## config.mk

```make
export PLATFORM = sky130hd
export DESIGN_NAME = udp_rx_flat
export DESIGN_NICKNAME = d
export VERILOG_FILES = /design/src/rtl/udp_rx_if.sv /design/src/rtl/udp_rx.sv /design/src/flat_wrapper.sv
export SDC_FILE = /design/constraint.sdc
export NUM_CORES = 1
export LEC_CHECK = 0
export BUFFER_PORTS_ARGS = -buffer_cell sky130_fd_sc_hd__buf_2
export CORE_ASPECT_RATIO = 2
export CORE_MARGIN = 5
export CORE_UTILIZATION = 30
export DETAILED_ROUTE_END_ITERATION = 8
export GPL_TIMING_DRIVEN = 0
export SYNTH_ARGS = -nofsm -noshare
export SYNTH_HDL_FRONTEND = slang
export SYNTH_SLANG_ARGS = --single-unit
export TNS_END_PERCENT = 20
```

## constraint.sdc

```tcl
create_clock -name i_clk -period 5.3 [get_ports i_clk]
set_input_delay 0.53 -clock i_clk [delete_from_list [all_inputs] [get_ports i_clk]]
set_output_delay 0.53 -clock i_clk [all_outputs]
set_load 0.01 [all_outputs]
```

## src/rtl/udp_rx_if.sv

```systemverilog
// Signal bundle between the IP RX layer, the UDP receiver and its two consumers.
// The slave modport is the receiver's view; the master modport is the environment's view.
interface udp_rx_if #(
   parameter int unsigned AXI_DATA_WIDTH = 8
);
   // Datagram input stream from the IP layer
   logic [AXI_DATA_WIDTH-1:0] s_rx_axis_tdata;
   logic                      s_rx_axis_tvalid;
   logic                      s_rx_axis_tlast;
   logic                      s_rx_axis_trdy;

   // Decoded header channel
   logic                      m_udp_hdr_tvalid;
   logic                      m_udp_hdr_trdy;
   logic [15:0]               m_udp_src_port;
   logic [15:0]               m_udp_dst_port;
   logic [15:0]               m_udp_length;
   logic [15:0]               m_udp_checksum;

   // Payload output stream
   logic [AXI_DATA_WIDTH-1:0] m_rx_axis_tdata;
   logic                      m_rx_axis_tvalid;
   logic                      m_rx_axis_tlast;
   logic                      m_rx_axis_tuser;
   logic                      m_rx_axis_trdy;

   modport slave (
      input  s_rx_axis_tdata, s_rx_axis_tvalid, s_rx_axis_tlast,
      output s_rx_axis_trdy,
      output m_udp_hdr_tvalid, m_udp_src_port, m_udp_dst_port, m_udp_length, m_udp_checksum,
      input  m_udp_hdr_trdy,
      output m_rx_axis_tdata, m_rx_axis_tvalid, m_rx_axis_tlast, m_rx_axis_tuser,
      input  m_rx_axis_trdy
   );

   modport master (
      output s_rx_axis_tdata, s_rx_axis_tvalid, s_rx_axis_tlast,
      input  s_rx_axis_trdy,
      input  m_udp_hdr_tvalid, m_udp_src_port, m_udp_dst_port, m_udp_length, m_udp_checksum,
      output m_udp_hdr_trdy,
      input  m_rx_axis_tdata, m_rx_axis_tvalid, m_rx_axis_tlast, m_rx_axis_tuser,
      output m_rx_axis_trdy
   );
endinterface

```

## src/rtl/udp_rx.sv

```systemverilog
// UDP receive de-encapsulator: strips the 8-byte header onto a valid/ready header channel,
// forwards the payload through a one-stage register slice and flags length mismatches in tuser.
module udp_rx #(
   parameter int unsigned AXI_DATA_WIDTH = 8
) (
   input  logic     i_clk,
   input  logic     i_reset,
   udp_rx_if.slave  bus,
   output logic     o_hdr_err
);

   typedef enum logic [1:0] {StHdr, StPayload, StDrop} state_t;

   state_t                    state;
   logic                      run;        // low during and right after reset so trdy reads 0
   logic [2:0]                hdr_cnt;
   logic [55:0]               hdr_sh;     // header bytes 0..6, oldest in the top byte
   logic [15:0]               pay_cnt;
   logic                      hdr_valid;
   logic [15:0]               src_port;
   logic [15:0]               dst_port;
   logic [15:0]               udp_len;
   logic [15:0]               csum;
   logic [AXI_DATA_WIDTH-1:0] pay_data;
   logic                      pay_valid;
   logic                      pay_last;
   logic                      pay_user;
   logic                      hdr_err;

   logic                      in_rdy;
   logic                      in_fire;
   logic [16:0]               total;
   logic                      len_bad;

   // Input ready per state, and the length check for the beat currently being accepted
   always_comb begin
      in_rdy = 1'b0;
      case (state)
         StHdr:     in_rdy = run & ~hdr_valid;
         StPayload: in_rdy = run & (~pay_valid | bus.m_rx_axis_trdy);
         default:   in_rdy = run;
      endcase
      in_fire = in_rdy & bus.s_rx_axis_tvalid;
      // 17 bits so a saturated counter still compares as larger than any 16-bit length
      total   = {1'b0, pay_cnt} + 17'd9;
      len_bad = (total != {1'b0, udp_len}) | (udp_len < 16'd8);
   end

   // Receive FSM with registered header fields and payload slice
   always_ff @(posedge i_clk or posedge i_reset) begin
      if (i_reset) begin
         state     <= StHdr;
         run       <= 1'b0;
         hdr_cnt   <= 3'd0;
         hdr_sh    <= '0;
         pay_cnt   <= 16'd0;
         hdr_valid <= 1'b0;
         src_port  <= 16'd0;
         dst_port  <= 16'd0;
         udp_len   <= 16'd0;
         csum      <= 16'd0;
         pay_data  <= '0;
         pay_valid <= 1'b0;
         pay_last  <= 1'b0;
         pay_user  <= 1'b0;
         hdr_err   <= 1'b0;
      end else begin
         run     <= 1'b1;
         hdr_err <= 1'b0;

         if (hdr_valid && bus.m_udp_hdr_trdy) begin
            hdr_valid <= 1'b0;
         end

         // Drain the slice; a load below in the same cycle takes precedence
         if (pay_valid && bus.m_rx_axis_trdy) begin
            pay_valid <= 1'b0;
            pay_last  <= 1'b0;
            pay_user  <= 1'b0;
         end

         case (state)
            StHdr: begin
               if (in_fire) begin
                  if (hdr_cnt == 3'd7) begin
                     {src_port, dst_port, udp_len, csum} <= {hdr_sh, bus.s_rx_axis_tdata[7:0]};
                     hdr_valid <= 1'b1;
                     hdr_cnt   <= 3'd0;
                     pay_cnt   <= 16'd0;
                     // tlast here means a header-only datagram: stay waiting for the next one
                     if (!bus.s_rx_axis_tlast) begin
                        state <= StPayload;
                     end
                  end else if (bus.s_rx_axis_tlast) begin
                     hdr_err <= 1'b1;
                     hdr_cnt <= 3'd0;
                  end else begin
                     hdr_sh  <= {hdr_sh[47:0], bus.s_rx_axis_tdata[7:0]};
                     hdr_cnt <= hdr_cnt + 3'd1;
                  end
               end
            end

            StPayload: begin
               if (in_fire) begin
                  pay_data  <= bus.s_rx_axis_tdata;
                  pay_valid <= 1'b1;
                  pay_last  <= bus.s_rx_axis_tlast;
                  pay_user  <= bus.s_rx_axis_tlast & len_bad;
                  if (pay_cnt != 16'hFFFF) begin
                     pay_cnt <= pay_cnt + 16'd1;
                  end
                  if (bus.s_rx_axis_tlast) begin
                     state <= StHdr;
                  end
               end
            end

            // Reserved discard state: swallow the rest of the datagram silently
            StDrop: begin
               if (in_fire && bus.s_rx_axis_tlast) begin
                  state <= StHdr;
               end
            end

            default: state <= StHdr;
         endcase
      end
   end

   assign bus.s_rx_axis_trdy   = in_rdy;
   assign bus.m_udp_hdr_tvalid = hdr_valid;
   assign bus.m_udp_src_port   = src_port;
   assign bus.m_udp_dst_port   = dst_port;
   assign bus.m_udp_length     = udp_len;
   assign bus.m_udp_checksum   = csum;
   assign bus.m_rx_axis_tdata  = pay_data;
   assign bus.m_rx_axis_tvalid = pay_valid;
   assign bus.m_rx_axis_tlast  = pay_last;
   assign bus.m_rx_axis_tuser  = pay_user;
   assign o_hdr_err            = hdr_err;

endmodule

```

## src/flat_wrapper.sv

```systemverilog
// flat-port wrapper written by rule: the top's interface ports become plain ports
module udp_rx_flat 
#(
   parameter int unsigned AXI_DATA_WIDTH = 8
)
  (i_clk, i_reset, o_hdr_err, bus_s_rx_axis_tdata, bus_s_rx_axis_tvalid, bus_s_rx_axis_tlast, bus_s_rx_axis_trdy, bus_m_udp_hdr_tvalid, bus_m_udp_src_port, bus_m_udp_dst_port, bus_m_udp_length, bus_m_udp_checksum, bus_m_udp_hdr_trdy, bus_m_rx_axis_tdata, bus_m_rx_axis_tvalid, bus_m_rx_axis_tlast, bus_m_rx_axis_tuser, bus_m_rx_axis_trdy);
  udp_rx_if #(.AXI_DATA_WIDTH(AXI_DATA_WIDTH)) bus_i ();
  input  logic i_clk;
  input  logic i_reset;
  output logic o_hdr_err;
  input wire logic [$bits(bus_i.s_rx_axis_tdata)-1:0] bus_s_rx_axis_tdata;
  input wire logic [$bits(bus_i.s_rx_axis_tvalid)-1:0] bus_s_rx_axis_tvalid;
  input wire logic [$bits(bus_i.s_rx_axis_tlast)-1:0] bus_s_rx_axis_tlast;
  output wire logic [$bits(bus_i.s_rx_axis_trdy)-1:0] bus_s_rx_axis_trdy;
  output wire logic [$bits(bus_i.m_udp_hdr_tvalid)-1:0] bus_m_udp_hdr_tvalid;
  output wire logic [$bits(bus_i.m_udp_src_port)-1:0] bus_m_udp_src_port;
  output wire logic [$bits(bus_i.m_udp_dst_port)-1:0] bus_m_udp_dst_port;
  output wire logic [$bits(bus_i.m_udp_length)-1:0] bus_m_udp_length;
  output wire logic [$bits(bus_i.m_udp_checksum)-1:0] bus_m_udp_checksum;
  input wire logic [$bits(bus_i.m_udp_hdr_trdy)-1:0] bus_m_udp_hdr_trdy;
  output wire logic [$bits(bus_i.m_rx_axis_tdata)-1:0] bus_m_rx_axis_tdata;
  output wire logic [$bits(bus_i.m_rx_axis_tvalid)-1:0] bus_m_rx_axis_tvalid;
  output wire logic [$bits(bus_i.m_rx_axis_tlast)-1:0] bus_m_rx_axis_tlast;
  output wire logic [$bits(bus_i.m_rx_axis_tuser)-1:0] bus_m_rx_axis_tuser;
  input wire logic [$bits(bus_i.m_rx_axis_trdy)-1:0] bus_m_rx_axis_trdy;
  assign bus_i.s_rx_axis_tdata = bus_s_rx_axis_tdata;
  assign bus_i.s_rx_axis_tvalid = bus_s_rx_axis_tvalid;
  assign bus_i.s_rx_axis_tlast = bus_s_rx_axis_tlast;
  assign bus_s_rx_axis_trdy = bus_i.s_rx_axis_trdy;
  assign bus_m_udp_hdr_tvalid = bus_i.m_udp_hdr_tvalid;
  assign bus_m_udp_src_port = bus_i.m_udp_src_port;
  assign bus_m_udp_dst_port = bus_i.m_udp_dst_port;
  assign bus_m_udp_length = bus_i.m_udp_length;
  assign bus_m_udp_checksum = bus_i.m_udp_checksum;
  assign bus_i.m_udp_hdr_trdy = bus_m_udp_hdr_trdy;
  assign bus_m_rx_axis_tdata = bus_i.m_rx_axis_tdata;
  assign bus_m_rx_axis_tvalid = bus_i.m_rx_axis_tvalid;
  assign bus_m_rx_axis_tlast = bus_i.m_rx_axis_tlast;
  assign bus_m_rx_axis_tuser = bus_i.m_rx_axis_tuser;
  assign bus_i.m_rx_axis_trdy = bus_m_rx_axis_trdy;
  udp_rx #(.AXI_DATA_WIDTH(AXI_DATA_WIDTH)) u_core (.i_clk(i_clk), .i_reset(i_reset), .bus(bus_i), .o_hdr_err(o_hdr_err));
endmodule
```

==> results of run 1 <==
[cells in the final DEF (no fill, tap or decap), types with 7 or more instances in the layout]
cell                        netlist  final
sky130_fd_sc_hd__nand2_1        228    228
sky130_fd_sc_hd__buf_2            5     96
sky130_fd_sc_hd__a21oi_1          8      8
sky130_fd_sc_hd__mux2_2          58     58
sky130_fd_sc_hd__clkbuf_16        0     17
sky130_fd_sc_hd__nor3_1           7      7
sky130_fd_sc_hd__clkbuf_1        12     12
sky130_fd_sc_hd__dfrtp_1        154    154
sky130_fd_sc_hd__nor2_1          16     16
sky130_fd_sc_hd__inv_1            9      8
sky130_fd_sc_hd__xnor2_1         14     14
sky130_fd_sc_hd__o21ai_0         17     17
sky130_fd_sc_hd__buf_6            7      7
sky130_fd_sc_hd__xor2_1          13     13
[critical path: cells and delay by family (launching register included)]
| family | cells | cell delay [ns] |
|---|---|---|
| AND/OR/NAND/NOR | 3 | 0.78 |
| AO/OA/AOI/OAI | 2 | 0.51 |
| XOR/XNOR | 1 | 0.14 |
| adder cells (fa/ha/maj) | 1 | 0.23 |
| buffers and inverters | 1 | 0.14 |
| flip-flops | 1 | 0.44 |
[kinds of logic (layout without fill, tap and decap cells)]
logic type      after synthesis  count (layout)  synth area share, %
compound gates               50              50                 5.10
xor+xnor                     27              27                 3.55
fa+ha+maj                     3               3                0.563
buf+inv                      40             164                 3.60
flops                       154             154                 57.8
mux                          59              59                 9.95
other cells                   1               1               0.0562
simple gates                295             295                 19.4
[power by group through the flow]
| stage | logic, mW | clock network, mW | registers (mW) |
|---|---|---|---|
| 6_report | 0.319 | 1.19 | 1.54 |
| 2_1_floorplan | 0.240 | 0 | 1.51 |
| 3_5_place_dp | 0.323 | 0 | 1.57 |
| 4_1_cts | 0.326 | 1.22 | 1.55 |
| 3_3_place_gp | 0.311 | 0 | 1.57 |
| 5_1_grt | 0.359 | 1.26 | 1.57 |
[final cells by class]
cell class | instances | area share [%]
sequential | 154 | 47.7
multi-input combinational | 435 | 31.9
timing repair buffer | 92 | 5.98
clock buffer | 17 | 5.26
tap | 276 | 4.27
buffer | 31 | 2.55
clock inverter | 15 | 1.87
inverter | 9 | 0.511
[registers in the layout, indices dropped and copies added, names as in the netlist, 3 cells and up]
register / cells
u_core.bus.m_udp_length: 16
u_core.hdr_sh: 56
u_core.bus.m_udp_src_port: 16
u_core.bus.m_rx_axis_tdata: 8
u_core.pay_cnt: 16
u_core.bus.m_udp_dst_port: 16
u_core.bus.m_udp_checksum: 16
u_core.hdr_cnt: 3
[worst min path at each step]
stage                                  start                       endpoint  slack [ns]  cells past startpoint
5_1_grt                              i_reset  u_core.bus.m_udp_src_port[13]        0.04                      2
2_1_floorplan              u_core.hdr_sh[50]  u_core.bus.m_udp_src_port[10]        0.43                      2
3_5_place_dp    u_core.bus.m_udp_dst_port[8]   u_core.bus.m_udp_dst_port[8]        0.46                      2
4_1_cts                              i_reset  u_core.bus.m_udp_src_port[14]        0.02                      2
3_3_place_gp   u_core.bus.m_udp_checksum[10]  u_core.bus.m_udp_checksum[10]        0.45                      2
6_report                             i_reset   u_core.bus.m_udp_dst_port[6]        0.04                      2
[metal layers]
layer  vias up  global-route usage (%)  wire (µm)
li1       2305                       -          -
met2       101                    27.0       9980
met5         -                       0          0
met3        34                    3.20        618
met4         0                    6.41        576
met1      2402                    15.6       6580
==> run_summary.xml, run 1 <==
<?xml version="1.0" encoding="UTF-8"?>
<metrics>
  <group name="global_route">
    <metric name="vias_in_the_first_global_route" unit="">5091</metric>
    <metric name="grt_first_pass_wirelength" unit="mm">28.6</metric>
    <metric name="maximum_number_of_pins_on_one_net_before_global_route_repair" unit="">126</metric>
    <metric name="remaining_global_route_overflow" unit="">0</metric>
    <metric name="antenna_found_initial" unit="">0</metric>
    <metric name="groute.usage.overall" unit="%">14.7</metric>
  </group>
  <group name="sta">
    <metric name="holdWs" unit="ns">0.0412</metric>
    <metric name="final.setup.tns" unit="ns">0</metric>
    <metric name="final.setup.worst_slack" unit="ns">2.90</metric>
    <metric name="clock-skew-final" unit="ns">0.00880</metric>
    <metric name="setup_viol" unit="">0</metric>
    <metric name="rsz0062_at_grt" unit="">false</metric>
    <metric name="hold_viol" unit="">0</metric>
    <metric name="transition_at_the_pin_with_the_smallest_max_transition_slack" unit="ns">0.781</metric>
    <metric name="layout_worst_path_cycle_share" unit="%">45.2</metric>
    <metric name="normalized_max_slew_margin" unit="%">47.4</metric>
    <metric name="min_period" unit="ns">2.40</metric>
    <metric name="slew_viol_final" unit="">0</metric>
    <metric name="fmaxAchievable" unit="GHz">0.417</metric>
  </group>
  <group name="floorplan">
    <metric name="standard_cell_rows" unit="">77</metric>
    <metric name="fp.dieH" unit="µm">221</metric>
    <metric name="effective_utilization_at_floorplan" unit="%">30.2</metric>
    <metric name="coreArea" unit="µm²">22100</metric>
    <metric name="die_area" unit="µm²">25500</metric>
    <metric name="num_io_pins" unit="">92</metric>
    <metric name="die_w" unit="µm">115</metric>
  </group>
  <group name="job">
    <metric name="max_cap_violations" unit="">0</metric>
  </group>
  <group name="layout">
    <metric name="postLayoutCellArea" unit="µm²">8080</metric>
    <metric name="seq_area" unit="µm²">3850</metric>
    <metric name="layout-drive-gt1-share" unit="%">29.2</metric>
    <metric name="finalNetCount" unit="">757</metric>
    <metric name="area_occupied_by_multi_input_gates" unit="µm²">2570</metric>
    <metric name="layout.filler_cells" unit="">2204</metric>
    <metric name="final_cells" unit="">1029</metric>
    <metric name="area_growth" unit="%">21.2</metric>
    <metric name="post-route-util" unit="%">36.6</metric>
    <metric name="n_antenna_cell" unit="">0</metric>
  </group>
  <group name="setup_path">
    <metric name="cell_breakdown_of_the_critical_path" unit="">ha_1 &gt; buf_6 &gt; a21oi_1 &gt; nor2_1 &gt; xnor2_1 &gt; or4_1 &gt; nor3_1 &gt; a41oi_1</metric>
    <metric name="worstRegToRegCells" unit="">8</metric>
    <metric name="r2r-end" unit="">u_core.bus.m_rx_axis_tuser</metric>
    <metric name="timing_worst_setup_path_type" unit="">flip-flop to flip-flop</metric>
    <metric name="endpoint" unit="">u_core.bus.m_rx_axis_tuser</metric>
    <metric name="startpoint_type" unit="">flip-flop</metric>
    <metric name="timing.critical_path.fanout_max" unit="">9</metric>
    <metric name="timing.critical_path.slowest_cell_delay" unit="ns">0.54</metric>
    <metric name="critPathArrivalTime" unit="ns">2.68</metric>
    <metric name="crit_path_end_kind" unit="">flip-flop</metric>
    <metric name="reg2reg_slack" unit="ns">2.90</metric>
    <metric name="reg2reg_start" unit="">u_core.pay_cnt[0]</metric>
    <metric name="timing.critical_path.required" unit="ns">5.58</metric>
    <metric name="critPathLaunch" unit="">u_core.pay_cnt[0]</metric>
    <metric name="critPathSlowestCell" unit="">sky130_fd_sc_hd__or4_1</metric>
  </group>
  <group name="yosys">
    <metric name="ys_seq_elements" unit="">154</metric>
    <metric name="synth_warnings" unit="">0</metric>
    <metric name="ys_top_cells_by_count" unit="">228 x sky130_fd_sc_hd__nand2_1, 154 x sky130_fd_sc_hd__dfrtp_1, 58 x sky130_fd_sc_hd__mux2_2</metric>
    <metric name="netlist.area_leader.share" unit="%">57.8</metric>
    <metric name="ys_top_cells_by_area" unit="">sky130_fd_sc_hd__dfrtp_1 58%, sky130_fd_sc_hd__nand2_1 13%, sky130_fd_sc_hd__mux2_2 9.8%</metric>
    <metric name="synth.lib_cells_used.distinct" unit="">59</metric>
    <metric name="postSynth.asyncResetShare" unit="%">100</metric>
    <metric name="avgSynthCellArea" unit="µm²">10.6</metric>
    <metric name="mappedNetlistNets" unit="">646</metric>
    <metric name="synth_largest_area_cell" unit="">sky130_fd_sc_hd__dfrtp_1</metric>
    <metric name="post_synthesis_cells" unit="">629</metric>
    <metric name="post-synth-top-count-cell" unit="">sky130_fd_sc_hd__nand2_1</metric>
    <metric name="dominantRegCellSynth" unit="">sky130_fd_sc_hd__dfrtp_1</metric>
    <metric name="synth_enable_flop_cells" unit="">0</metric>
    <metric name="synth_area" unit="µm²">6670</metric>
    <metric name="yosysSeqAreaShare" unit="%">57.8</metric>
  </group>
  <group name="place">
    <metric name="dpl-instance-area" unit="µm²">7500</metric>
    <metric name="preCtsSetupSlack" unit="ns">2.92</metric>
    <metric name="dpl.cell_count" unit="">997</metric>
    <metric name="final_weighted_congestion_in_routability_driven_placement" unit="">0.890</metric>
    <metric name="detailed_place_hpwl" unit="mm">13.2</metric>
    <metric name="portBuffers" unit="">91</metric>
  </group>
  <group name="clock_tree">
    <metric name="clock_path_buffers" unit="">2</metric>
    <metric name="clock_insertion_delay_worst_skew" unit="ns">0.43</metric>
    <metric name="ctsResizeCount" unit="">0</metric>
    <metric name="post_cts_buffers" unit="">0</metric>
    <metric name="cts_tree" unit="">done</metric>
    <metric name="cts.hold.buffers_added" unit="">0</metric>
    <metric name="root_buffer" unit="">sky130_fd_sc_hd__clkbuf_16</metric>
    <metric name="htree_levels" unit="">4</metric>
    <metric name="cts_inserted_buffers" unit="">17</metric>
    <metric name="clk_transition_reported_paths" unit="ns">0.07</metric>
    <metric name="cts_sinks" unit="">154</metric>
  </group>
  <group name="routing">
    <metric name="postRouteAntennaNets" unit="">0</metric>
    <metric name="drc_violation_count_after_routing" unit="">0</metric>
    <metric name="wl" unit="mm">17.8</metric>
    <metric name="route.detailed.vias_per_inst" unit="">4.71</metric>
    <metric name="drt_iter0_markers" unit="">282</metric>
    <metric name="drt_first_pass_iters" unit="">4</metric>
    <metric name="route.detailed.wl_per_inst" unit="µm">17.2</metric>
    <metric name="num_vias" unit="">4842</metric>
  </group>
  <group name="power">
    <metric name="power.net_switching" unit="mW">0.861</metric>
    <metric name="power_switching_share" unit="%">28.2</metric>
    <metric name="leakage_power_summed_over_all_cells" unit="nW">4.20</metric>
    <metric name="pwr-share-comb" unit="%">10.4</metric>
    <metric name="pwr-share-seq" unit="%">50.5</metric>
    <metric name="p_clk_share" unit="%">39.0</metric>
    <metric name="irDropWorstVdd" unit="mV">0.201</metric>
    <metric name="power_report.internal_total" unit="mW">2.19</metric>
    <metric name="power_density" unit="nW/µm²">378</metric>
    <metric name="total_power" unit="mW">3.05</metric>
  </group>
  <group name="min_path">
    <metric name="hp-class" unit="">input port to async pin</metric>
  </group>
  <group name="status">
    <metric name="outcome" unit="">complete, no violations</metric>
  </group>
</metrics>
No activity file was read; power rests on OpenSTA's default activity.
==> inputs of run 2 (changes only) <==
--- a/config.mk
+++ b/config.mk
@@ -5,6 +5,7 @@
 export SDC_FILE = /design/constraint.sdc
 export NUM_CORES = 1
 export LEC_CHECK = 0
+export ABC_AREA = 1
 export BUFFER_PORTS_ARGS = -buffer_cell sky130_fd_sc_hd__buf_2
 export CORE_ASPECT_RATIO = 2
 export CORE_MARGIN = 5
==> constraint.sdc (replaced) <==
create_clock -name i_clk -period 2.1 [get_ports i_clk]
set_input_delay 0.21 -clock i_clk [delete_from_list [all_inputs] [get_ports i_clk]]
set_output_delay 0.21 -clock i_clk [all_outputs]
set_load 0.01 [all_outputs]
==> run 2 against run 1 <==
  * Via count rose by 17%
  * Core utilization rose by 1.8 points
  * Critical path depth rose by 2
  * Synthesized cell count rose by 28%
  * Combinational power rose by 79%
  * Clock-buffer cell count did not move
  * Total power rose by 140%
  * Area after synthesis rose by 1.1%
==> run_summary.xml, run 2 <==
<?xml version="1.0" encoding="UTF-8"?>
<metrics>
  <group name="floorplan">
    <metric name="die_w" unit="µm">116</metric>
    <metric name="standard_cell_rows" unit="">77</metric>
    <metric name="num_io_pins" unit="">92</metric>
    <metric name="die_area" unit="µm²">25700</metric>
    <metric name="coreArea" unit="µm²">22200</metric>
    <metric name="fp.dieH" unit="µm">222</metric>
    <metric name="effective_utilization_at_floorplan" unit="%">30.4</metric>
  </group>
  <group name="layout">
    <metric name="area_growth" unit="%">26.3</metric>
    <metric name="layout.filler_cells" unit="">2301</metric>
    <metric name="max_flop_register" unit="">u_core.hdr_sh</metric>
    <metric name="n_antenna_cell" unit="">0</metric>
    <metric name="largest_register_ff_count" unit="">56</metric>
    <metric name="final_common_cell" unit="">sky130_fd_sc_hd__nand2_1</metric>
    <metric name="area_occupied_by_multi_input_gates" unit="µm²">2540</metric>
    <metric name="seq_area" unit="µm²">3860</metric>
    <metric name="finalNetCount" unit="">953</metric>
    <metric name="most-common-layout-cells" unit="">365 x sky130_fd_sc_hd__nand2_1, 150 x sky130_fd_sc_hd__dfrtp_1, 95 x sky130_fd_sc_hd__buf_2</metric>
    <metric name="layout-drive-gt1-share" unit="%">20.5</metric>
    <metric name="postLayoutCellArea" unit="µm²">8510</metric>
  </group>
  <group name="yosys">
    <metric name="post-synth-top-count-cell" unit="">sky130_fd_sc_hd__nand2_1</metric>
    <metric name="ys_seq_elements" unit="">154</metric>
    <metric name="ys_top_cells_by_count" unit="">369 x sky130_fd_sc_hd__nand2_1, 154 x sky130_fd_sc_hd__dfrtp_1, 56 x sky130_fd_sc_hd__inv_1</metric>
    <metric name="mappedNetlistNets" unit="">824</metric>
    <metric name="post_synthesis_cells" unit="">807</metric>
    <metric name="synth_warnings" unit="">0</metric>
    <metric name="netlist.area_leader.share" unit="%">57.2</metric>
    <metric name="ys_top_cells_by_area" unit="">sky130_fd_sc_hd__dfrtp_1 57%, sky130_fd_sc_hd__nand2_1 21%, sky130_fd_sc_hd__inv_1 3.1%</metric>
    <metric name="dominantRegCellSynth" unit="">sky130_fd_sc_hd__dfrtp_1</metric>
    <metric name="postSynth.asyncResetShare" unit="%">100</metric>
    <metric name="synth.lib_cells_used.distinct" unit="">35</metric>
    <metric name="yosysSeqAreaShare" unit="%">57.2</metric>
    <metric name="synth_area" unit="µm²">6740</metric>
    <metric name="synth_enable_flop_cells" unit="">0</metric>
    <metric name="synth_largest_area_cell" unit="">sky130_fd_sc_hd__dfrtp_1</metric>
    <metric name="avgSynthCellArea" unit="µm²">8.35</metric>
  </group>
  <group name="power">
    <metric name="power_density" unit="nW/µm²">868</metric>
    <metric name="irDropWorstVdd" unit="mV">0.572</metric>
    <metric name="power.net_switching" unit="mW">1.91</metric>
    <metric name="total_power" unit="mW">7.38</metric>
    <metric name="leakage_power_summed_over_all_cells" unit="nW">4.58</metric>
    <metric name="pwr-share-seq" unit="%">48.0</metric>
    <metric name="pwr-share-comb" unit="%">7.7</metric>
    <metric name="p_clk_share" unit="%">44.3</metric>
    <metric name="power_report.internal_total" unit="mW">5.47</metric>
    <metric name="power_switching_share" unit="%">25.9</metric>
  </group>
  <group name="place">
    <metric name="final_weighted_congestion_in_routability_driven_placement" unit="">0.929</metric>
    <metric name="portBuffers" unit="">91</metric>
    <metric name="dpl-instance-area" unit="µm²">7600</metric>
    <metric name="detailed_place_hpwl" unit="mm">16.1</metric>
  </group>
  <group name="routing">
    <metric name="drt_iter0_markers" unit="">265</metric>
    <metric name="route.detailed.wl_per_inst" unit="µm">16.9</metric>
    <metric name="postRouteAntennaNets" unit="">0</metric>
    <metric name="route.detailed.vias_per_inst" unit="">4.63</metric>
    <metric name="wl" unit="mm">20.8</metric>
    <metric name="num_vias" unit="">5673</metric>
    <metric name="drt_first_pass_iters" unit="">4</metric>
    <metric name="drc_violation_count_after_routing" unit="">0</metric>
  </group>
  <group name="global_route">
    <metric name="remaining_global_route_overflow" unit="">0</metric>
    <metric name="groute.usage.overall" unit="%">17.0</metric>
    <metric name="maximum_number_of_pins_on_one_net_before_global_route_repair" unit="">42</metric>
    <metric name="antenna_found_initial" unit="">0</metric>
    <metric name="grt_first_pass_wirelength" unit="mm">32.7</metric>
    <metric name="vias_in_the_first_global_route" unit="">5917</metric>
  </group>
  <group name="sta">
    <metric name="rsz0062_at_grt" unit="">true</metric>
    <metric name="hold_viol" unit="">0</metric>
    <metric name="normalized_max_slew_margin" unit="%">42.6</metric>
    <metric name="slew_viol_final" unit="">0</metric>
    <metric name="transition_at_the_pin_with_the_smallest_max_transition_slack" unit="ns">0.859</metric>
    <metric name="min_period" unit="ns">2.02</metric>
    <metric name="layout_worst_path_cycle_share" unit="%">96.0</metric>
    <metric name="setup_viol" unit="">0</metric>
    <metric name="clock-skew-final" unit="ns">0.00965</metric>
    <metric name="fmaxAchievable" unit="GHz">0.496</metric>
  </group>
  <group name="clock_tree">
    <metric name="clk_transition_reported_paths" unit="ns">0.06</metric>
    <metric name="cts_sinks" unit="">154</metric>
    <metric name="root_buffer" unit="">sky130_fd_sc_hd__clkbuf_16</metric>
    <metric name="clock_path_buffers" unit="">2</metric>
    <metric name="cts_inserted_buffers" unit="">17</metric>
    <metric name="clock_insertion_delay_worst_skew" unit="ns">0.44</metric>
    <metric name="htree_levels" unit="">4</metric>
    <metric name="cts_tree" unit="">done</metric>
  </group>
  <group name="setup_path">
    <metric name="cpLargestDelayFamily" unit="">simple AND/OR/NAND/NOR gates</metric>
    <metric name="critPathSlowestCell" unit="">sky130_fd_sc_hd__dfrtp_1</metric>
    <metric name="timing.critical_path.slowest_cell_delay" unit="ns">0.45</metric>
    <metric name="worstRegToRegCells" unit="">10</metric>
    <metric name="critical_path_cell_count" unit="">10</metric>
    <metric name="critical_path.n_buffers_inverters" unit="">1</metric>
    <metric name="startpoint_type" unit="">flip-flop</metric>
    <metric name="timing.critical_path.fanout_max" unit="">5</metric>
    <metric name="critPathArrivalTime" unit="ns">2.34</metric>
    <metric name="timing.critical_path.required" unit="ns">2.42</metric>
    <metric name="crit_path_end_kind" unit="">flip-flop</metric>
    <metric name="cell_breakdown_of_the_critical_path" unit="">nand2_1 &gt; nor2_4 &gt; nand2_1 &gt; nor2_1 &gt; xor2_1 &gt; inv_1 &gt; nor2_1 &gt; nand4_1 &gt; nand2_1 &gt; nand2_1</metric>
    <metric name="cpMostUsedCell" unit="">sky130_fd_sc_hd__nand2_1</metric>
    <metric name="timing_worst_setup_path_type" unit="">flip-flop to flip-flop</metric>
  </group>
  <group name="min_path">
    <metric name="timing.hold.worst_path_depth" unit="">3</metric>
    <metric name="hp-class" unit="">input port to flip-flop</metric>
  </group>
  <group name="status">
    <metric name="outcome" unit="">complete, no violations</metric>
  </group>
  <group name="job">
    <metric name="max_cap_violations" unit="">0</metric>
  </group>
</metrics>
-- run 2: cell count changes in the layout (fill, tap and decap cells not counted), sizes merged, moves of 5 or more --
| cell | previous run | this run |
|---|---|---|
| buf | 109 | 127 |
| inv | 19 | 59 |
| mux2 | 58 | 0 |
| nand2 | 228 | 374 |
| nand3 | 8 | 23 |
| nor2 | 19 | 47 |
| nor4 | 6 | 1 |
| o21ai | 18 | 59 |
| xnor2 | 14 | 4 |
| xor2 | 13 | 8 |
-- run 2: area by class of cell --
class                           instances  share of cell area, %
Timing Repair Buffer                  111                   8.00
Clock inverter                         15                   2.34
Buffer                                 30                   2.62
Clock buffer                           17                   5.00
Sequential cell                       154                   45.4
Inverter                               59                   2.79
Multi-Input combinational cell        563                   29.8
Tap cell                              276                   4.06
-- run 2: through the flow --
stage               setup WS, ns  util [%]  hold slack (ns)  instances  TNS (ns)
finish                    0.0834      38.4           0.0219       1225         0
global route             -0.0340      38.4           0.0405       1225   -0.0597
CTS                     -0.00868      37.5           0.0165       1212  -0.00868
detailed placement        -0.223      34.3            0.380       1177     -1.31
global placement           -1.10      34.0            0.381       1174   -168.16
floorplan                -0.0549         -            0.291        807     -8.46
-- run 2: logic make-up after synthesis --
| logic type | count (synthesis) | synth area share, % |
|---|---|---|
| AND/OR/NAND/NOR | 467 | 27.9 |
| flip-flops | 154 | 57.2 |
| AO/OA/AOI/OAI | 80 | 6.46 |
| XOR/XNOR | 12 | 1.56 |
| adder cells (fa/ha/maj) | 3 | 0.557 |
| other | 1 | 0.0557 |
| buffers and inverters | 90 | 6.30 |
-- run 2: power by group through the flow --
stage / clock, mW / sequential (mW) / combinational [mW]
after global placement: 0 / 3.59 / 0.534
final: 3.27 / 3.54 / 0.570
after CTS: 3.33 / 3.54 / 0.576
after detailed placement: 0 / 3.59 / 0.565
after floorplan: 0 / 3.50 / 0.372
after global routing: 3.46 / 3.58 / 0.666
-- run 2: what timing repair did --
item | 4_1_cts | 5_1_grt
gates cloned | 0 | 1
resized for setup | 17 | 22
hold endpoints to repair | 37 | 0
pin swaps | 2 | 6
setup endpoints to repair | 12 | 95
buffers inserted | 0 | 13
hold buffers | 3 | 0
-- run 2: worst min-delay path, delay by kind of cell --
kind	cells	cell delay (ns)
compound gates	1	0.06
buf+inv	1	0.11
simple gates	1	0.05
-- run 2: path summary, 6_finish.rpt --
| check | slack (ns) | from | to |
|---|---|---|---|
| worst max-delay path | 0.08 | u_core.pay_cnt[7] | u_core.bus.m_rx_axis_tuser |
| worst max register to register | 0.08 | u_core.pay_cnt[7] | u_core.bus.m_rx_axis_tuser |
| max in group asynchronous | 0.65 | i_reset | u_core.bus.m_rx_axis_tdata[6] |
| worst min-delay path | 0.02 | bus_s_rx_axis_tdata[2] | u_core.hdr_sh[2] |
| min in group asynchronous | 0.49 | i_reset | u_core.bus.m_udp_dst_port[4] |
| worst min register to register | 0.47 | u_core.bus.m_udp_src_port[13] | u_core.bus.m_udp_src_port[13] |
-- run 2: layer usage --
metal,wire [µm],vias to the layer above,GRT usage (%)
met2,12000,125,32.4
met1,6910,2714,15.8
met4,1100,0,9.78
li1,-,2781,-
met5,0,-,0
met3,768,53,3.88
